--- src/rtl/regfile_mp_pkg.sv ---
// regfile_mp_pkg: shared constants, clear FSM encoding and default geometry for regfile_mp
package regfile_mp_pkg;
    localparam logic HIGH     = 1'b1;
    localparam logic LOW      = 1'b0;
    localparam logic ENABLE_  = 1'b0;
    localparam logic DISABLE_ = 1'b1;
    localparam int DEF_DATA_W = 32;
    localparam int DEF_DATA_D = 32;
    localparam int DEF_ADDR_W = 5;
    typedef enum logic {IDLE = 1'b0, CLEAR = 1'b1} state_t;
endpackage

--- src/rtl/regfile_mp.sv ---
// regfile_mp: two combinational read ports with same-cycle write bypass, one write port,
// and a sequenced runtime clear that zeroes one entry per cycle.
module regfile_mp
    import regfile_mp_pkg::*;
#(
    parameter int DATA_W  = DEF_DATA_W,
    parameter int DATA_D  = DEF_DATA_D,
    parameter int ADDR_W  = DEF_ADDR_W,
    parameter bit ZERO_R0 = 1'b0
) (
    input  logic              clk,
    input  logic              reset,
    input  logic [ADDR_W-1:0] rd0_addr,
    output logic [DATA_W-1:0] rd0_data,
    input  logic [ADDR_W-1:0] rd1_addr,
    output logic [DATA_W-1:0] rd1_data,
    input  logic              we_,
    input  logic [ADDR_W-1:0] wr_addr,
    input  logic [DATA_W-1:0] wr_data,
    input  logic              clr_req,
    output logic              busy,
    output logic              clr_done
);
    localparam logic [ADDR_W:0]   DEPTH = (ADDR_W + 1)'(DATA_D);
    localparam logic [ADDR_W-1:0] LAST  = ADDR_W'(DATA_D - 1);

    logic [DATA_W-1:0] r_mem [DATA_D];
    logic [ADDR_W-1:0] r_ptr;
    state_t            r_state;
    state_t            w_next;
    logic              w_wr;

    // An address is usable when it is in range and not the hardwired zero entry.
    function automatic logic f_ok(input logic [ADDR_W-1:0] a);
        return ({1'b0, a} < DEPTH) && !(ZERO_R0 && a == '0);
    endfunction

    assign w_wr     = (we_ == ENABLE_) && (r_state == IDLE) && f_ok(wr_addr);
    assign rd0_data = !f_ok(rd0_addr) ? '0 : (w_wr && rd0_addr == wr_addr) ? wr_data : r_mem[rd0_addr];
    assign rd1_data = !f_ok(rd1_addr) ? '0 : (w_wr && rd1_addr == wr_addr) ? wr_data : r_mem[rd1_addr];
    assign busy     = (r_state == CLEAR) ? HIGH : LOW;
    assign clr_done = (r_state == CLEAR && r_ptr == LAST) ? HIGH : LOW;

    always_comb begin
        w_next = r_state;
        w_next = (r_state == IDLE) ? (clr_req ? CLEAR : IDLE) : ((r_ptr == LAST) ? IDLE : CLEAR);
    end

    always_ff @(posedge clk or posedge reset) begin
        if (reset) r_state <= IDLE;
        else r_state <= w_next;
    end

    always_ff @(posedge clk or posedge reset) begin
        if (reset) r_ptr <= '0;
        else r_ptr <= (r_state == CLEAR && r_ptr != LAST) ? r_ptr + 1'b1 : '0;
    end

    always_ff @(posedge clk or posedge reset) begin
        if (reset) begin
            for (int i = 0; i < DATA_D; i++) r_mem[i] <= '0;
        end else if (r_state == CLEAR) begin
            r_mem[r_ptr] <= '0;
        end else if (w_wr) begin
            r_mem[wr_addr] <= wr_data;
        end
    end
endmodule

--- config.mk ---
export PLATFORM = sky130hd
export DESIGN_NAME = regfile_mp
export DESIGN_NICKNAME = d
export VERILOG_FILES = /design/src/rtl/regfile_mp_pkg.sv /design/src/rtl/regfile_mp.sv
export SDC_FILE = /design/constraint.sdc
export NUM_CORES = 2
export LEC_CHECK = 0
export CORE_ASPECT_RATIO = 1.25
export CORE_UTILIZATION = 35
export CTS_BUF_LIST = sky130_fd_sc_hd__clkbuf_4 sky130_fd_sc_hd__clkbuf_8 sky130_fd_sc_hd__clkbuf_16
export DETAILED_ROUTE_END_ITERATION = 16
export GPL_ROUTABILITY_DRIVEN = 0
export HOLD_SLACK_MARGIN = 0.1
export PLACE_DENSITY = 0.46
export SYNTH_ARGS = -nofsm -noshare
export SYNTH_HDL_FRONTEND = slang
export SYNTH_SLANG_ARGS = --single-unit
--- constraint.sdc ---
create_clock -name clk -period 46.3 [get_ports clk]
set_input_delay 9.26 -clock clk [delete_from_list [all_inputs] [get_ports clk]]
set_output_delay 9.26 -clock clk [all_outputs]
set_load 0.05 [all_outputs]
## After elaboration in Yosys (flattened, before gate mapping)

Index checks and enable logic that the tools add are counted.

| cells by class | value |
|---|---|
| add/sub/neg operators | 1 |
| magnitude comparators | 6 |
| equal/unequal tests | 4 |
| mux-type cells | 21 |
| bitwise logic cells | 8 |
| reductions and logical operators | 8 |

Operators with widths:

| operator | number |
|---|---|
| 1024-bit two-way mux | 2 |
| 1024-bit bitwise AND | 1 |
| 1024-bit bitwise mux | 1 |
| 1024-bit inverter | 1 |
| 32-bit binary-select mux with 5-bit select | 2 |
| 32-bit demux with 5-bit select | 2 |
| 32-bit two-way mux | 8 |
| 6-bit greater-or-equal comparator, second input constant | 4 |
| 5-bit inverter with 6-bit output | 4 |
| 6-bit by 1-bit < comparator with 1-bit output, second input constant | 2 |
| 5-bit equality test | 2 |
| 1-bit logical AND | 7 |
| 5-bit by 1-bit adder with 5-bit output, second input constant | 1 |
| 5-bit equality test, second input constant | 1 |
| 1-bit two-way mux | 5 |
| 5-bit two-way mux | 1 |
| 5-bit inequality test, second input constant | 1 |
| 1-bit inverter | 2 |
| 2-bit nonzero test | 1 |

| storage, ports and cells | value |
|---|---|
| register bits after elaboration | 1030 |
| input port bits | 51 |
| output and inout bits | 66 |
| logic and storage cells | 82 |

## Logic depth before layout (Yosys ltp)

| depth | value |
|---|---|
| depth after elaboration | 8 |
| mapped depth | 9 |
| depth with buffers taken out | 5 |

## Worst setup path before layout

Ideal clock, no wire load.

| path | value |
|---|---|
| path kind | input-to-output |
| start | input wr_addr[0] |
| end | output rd1_data[19] |
| arrival time | 11586 ps |
| data required time | 37040 ps |
| slack | 25454 ps |
| stages | 7 |
| buffers on the path | 2 |
| cells stage by stage | buf_2 -> xor2_1 -> nor4_2 -> nand3_1 -> and2_1 -> buf_2 -> a211oi_1 |

| between the ends | value |
|---|---|
| longest elaborated chain between the ends | 3 |

RTL lines:

| item | line | source |
|---|---|---|
| start, declared | regfile_mp.sv:18 | `input logic [ADDR_W-1:0] wr_addr,` |
| 5-bit equality test | regfile_mp.sv:40 | `assign rd1_data = !f_ok(rd1_addr) ? '0 : (w_wr && rd1_addr == wr_addr) ? wr_data : r_mem[rd1_addr];` |
| 1-bit logical AND | regfile_mp.sv:40 |  |
| 32-bit two-way mux | regfile_mp.sv:40 |  |
| end, declared | regfile_mp.sv:16 | `output logic [DATA_W-1:0] rd1_data,` |

Every way passes these cells.

## Worst setup path in the final report

| path | value |
|---|---|
| start | input rd1_addr[2] |
| end | output rd1_data[13] |

| between the ends | value |
|---|---|
| longest elaborated chain between the ends | 5 |
| elaborated cells on any way between the ends | 7 |
| those cells by class | 1 x eq/ne; 4 x mux; 1 x bitwise; 1 x reduce/logical |

RTL lines:

| item | line | source |
|---|---|---|
| start, declared | regfile_mp.sv:15 | `input logic [ADDR_W-1:0] rd1_addr,` |
| 5-bit inverter with 6-bit output (not written as such) | regfile_mp.sv:40 |  |
| 32-bit binary-select mux with 5-bit select | regfile_mp.sv:40 |  |
| 32-bit two-way mux (not written as such) (2 in a row) | regfile_mp.sv:40 |  |
| 32-bit two-way mux * | regfile_mp.sv:40 |  |

Mark *: on every way between the ends. The rest lies on a longest branch, timed or not. The select of a mux whose other input is x is not followed.

==> results.yml <==
run_status:
  outcome: "finished with violations"
  violations: "DRC"
grt:
  grt_pass1_wl_um: 344000
  met2_capacity_usage_during_global_routing: 0.460
  gr-total-overflow: 0
  number_of_antenna_violations_at_the_first_check_in_global_routing: 8
  grt.met3_usage: 0.0580
  grt_start_max_net_pins: 161
  grtUsageTotal: 0.304
  grt-busiest-layer: "met2"
  first_global_vias: 42600
  global_route.usage.met1: 0.418
routing:
  route.vias.total: 42700
  drt-pass1-iter-count: 12
  routed_vias_inst: 6.77
  drc: 8
  post_route_ant_nets: 0
  drt-total-wl_um: 244000
  dr.first_iter.drc_count: 4744
  post_drt_wl_per_cell_um: 38.7
critical_path:
  startpoint_type: "input pin"
  cpMostUsedCell: "buf_4"
  worst-r2r-setup-slack_ns: 42.82
  cp_data_arrival_time_ns: 14.89
  crit_path_max_fanout: 65
  critical_path_class: "input pin to output port"
  slowest_delay_ns: 1.06
  slowest_stage: "a211oi_1"
  rr_endpoint: "r_mem[913]$_DFFE_PP0P_"
  critPathRequiredTime_ns: 37.04
  critical_path.endpoint_type: "output port"
  crit-reg2reg-launch: "r_state$_DFF_PP0_"
  reg2regPathDepth: 7
  worstPathCellList: "buf_8 -> buf_4 -> buf_4 -> buf_4 -> mux4_2 -> nor2b_1 -> nor3_1 -> a21oi_1 -> a211oi_1 -> clkdlybuf4s50_1"
power:
  p_per_area_nw_per_um2: 39.1
  vdd.ir_drop.worst_v: 0.0000312
  total_leakage_power_nw: 27.4
sta:
  worst_setup_skew_after_layout_ns: 0.0226
  totalNegativeSetupSlack_ns: 0
  worst-slew-pin-transition_ns: 1.42
  timing.max_slew.rel_slack: 0.0470
  grt_setup_unrepaired: "false"
  hold-worst-slack_ns: 0.515
  post-route-period-util: 0.522
  maxSlewViolCount: 0
  hold_viol_final: 0
  final.min_clock_period_ns: 24.15
  setup-violations-final: 0
  achievable-frequency_mhz: 41.4
clock_tree:
  number_of_clock_buffers_inserted_by_tritoncts: 120
  cts.sinks: 1030
  postCtsSetupRepairBufs: 0
  worstSkewPairLatency_ns: 0.75
  cts_root_buffer: "clkbuf_16"
  resized_gates_after_cts: 0
  hold_buffers: 0
  clock_path_buffers: 3
  htree_num_levels: 3
  worst_setup_hold_path_clk_slew_ns: 0.06
  cts_tree: "yes"
finish:
  post_route_cells_drive_above_1_share: 0.247
  num-nets-final: 4210
  syn_to_final_growth_pct: 12.5
  finish.instance_area_um2: 61800
  diodes: 0
  finalCoreUtilization: 0.396
placement:
  placement.cell_area_um2: 57500
  detailedPlacementHpwl_um: 134000
  port_buffers: 116
synthesis:
  syn_nets: 4376
  synth_top_area_frac: 0.470
  synth-async-reset-ratio: 1.00
  post_synthesis_instance_total: 4320
  synth.ff_latch_count: 1030
  top_post_synthesis_cells_by_count: "1032 x a22o_1, 1030 x dfrtp_1, 310 x mux2_2"
  synthesis.yosys.warnings: 0
  top_cells_by_area_in_the_synthesized_netlist: "dfrtp_1 47%, a22o_1 16%, mux4_2 10%"
  synth.yosys.seq_area_share: 0.470
  synth-edff-count: 0
  netlist_cell_types: 67
  synth_top_cell_by_area: "dfrtp_1"
  synth_ff_type: "dfrtp_1"
  post_synth_instance_area_um2: 54900
  postSynthAreaPerCell_um2: 12.7
  synth_most_common_cell: "a22o_1"
min_path:
  whs_endpoint: "r_mem[605]$_DFFE_PP0P_"
  worstHoldPathType: "register to register"
  holdCritStartpoint: "r_mem[605]$_DFFE_PP0P_"
  min_path_cells: 1
die:
  floorplan.die_area_um2: 158000
  floorplan.die.height_um: 445
  chip_width_um: 356
  initial_core_util: 0.352
  top_level_ports: 117
  core.rowCount: 162
  core_um2: 156000
flow_run:
  max_cap_violations: 0
==> stage by stage <==
stage	instances	power [mW]	setup WS, ns
after floorplan	4320	1.22	8.05
final	6305	2.42	22.15
after detailed placement	6082	1.39	22.31
after CTS	6305	2.42	22.28
after global routing	6305	2.48	22.16
after global placement	6082	1.39	22.30
==> per-layer routing <==
| metal | up-vias | wire length (µm) |
|---|---|---|
| met5 | - | 25 |
| met4 | 4 | 12400 |
| met3 | 529 | 20200 |
| met2 | 2362 | 110000 |
| met1 | 23000 | 101000 |
| li1 | 16900 | - |
==> critical path: cells and delay by family <==
| family | cells | cell delay (ns) |
|---|---|---|
| buffers and inverters | 5 | 3.57 |
| AOI/OAI and AO/OA | 2 | 1.23 |
| muxes | 1 | 0.35 |
| and+or+nand+nor | 2 | 0.29 |
==> cell type report <==
class	count	area, µm²
clock buffers	171	3600
clock inverters	52	642
fillers	14600	94100
inverters	6	30.0
multi-input cells	2718	26700
flip-flops and latches	1030	25800
well taps	2050	2560
repair buffers	278	2420
==> registers in the layout (all words and copies together) (netlist names) <==
register,count
r_mem,1024
r_ptr,5
r_state,1
==> cell families after synthesis <==
family,synth area share
AO/OA/AOI/OAI,0.232
flip-flops,0.470
buffers and inverters,0.0531
multiplexers,0.199
adder cells (fa/ha/maj),0.00114
XOR/XNOR,0.00191
AND/OR/NAND/NOR,0.0425
==> worst max path at each step <==
stage	start	end	slack [ns]	depth (start not counted)
2_1_floorplan	reset	r_mem[0]$_DFFE_PP0P_	8.05	1
3_3_place_gp	rd1_addr[2]	rd1_data[13]	22.30	10
3_5_place_dp	rd1_addr[2]	rd1_data[13]	22.31	10
4_1_cts	rd1_addr[2]	rd1_data[13]	22.28	10
5_1_grt	rd1_addr[2]	rd1_data[13]	22.16	10
6_report	rd1_addr[2]	rd1_data[13]	22.15	10
==> cells in the final DEF (no fill, tap or decap), types with 24 or more instances in the layout <==
| cell type | count |
|---|---|
| a211oi_1 | 127 |
| a21oi_1 | 63 |
| a21oi_4 | 32 |
| a221oi_1 | 45 |
| a22o_1 | 1032 |
| buf_4 | 160 |
| clkbuf_16 | 122 |
| clkbuf_8 | 29 |
| clkdlybuf4s50_1 | 106 |
| clkinv_2 | 30 |
| dfrtp_1 | 1030 |
| mux2_2 | 310 |
| mux2i_1 | 178 |
| mux4_2 | 252 |
| nand2_1 | 45 |
| nor2_1 | 42 |
| nor2_4 | 24 |
| nor2b_1 | 127 |
| nor3_1 | 55 |
| o221ai_1 | 30 |
| o22ai_1 | 179 |
==> power breakdown <==
group / total (mW) / switching, mW / internal, mW
Combinational: 0.410 / 0.284 / 0.126
Sequential: 0.975 / 0.0356 / 0.939
Clock: 1.03 / 0.415 / 0.616
Total: 2.42 / 0.734 / 1.68
Note: power is estimated with default switching activity, not from simulation.
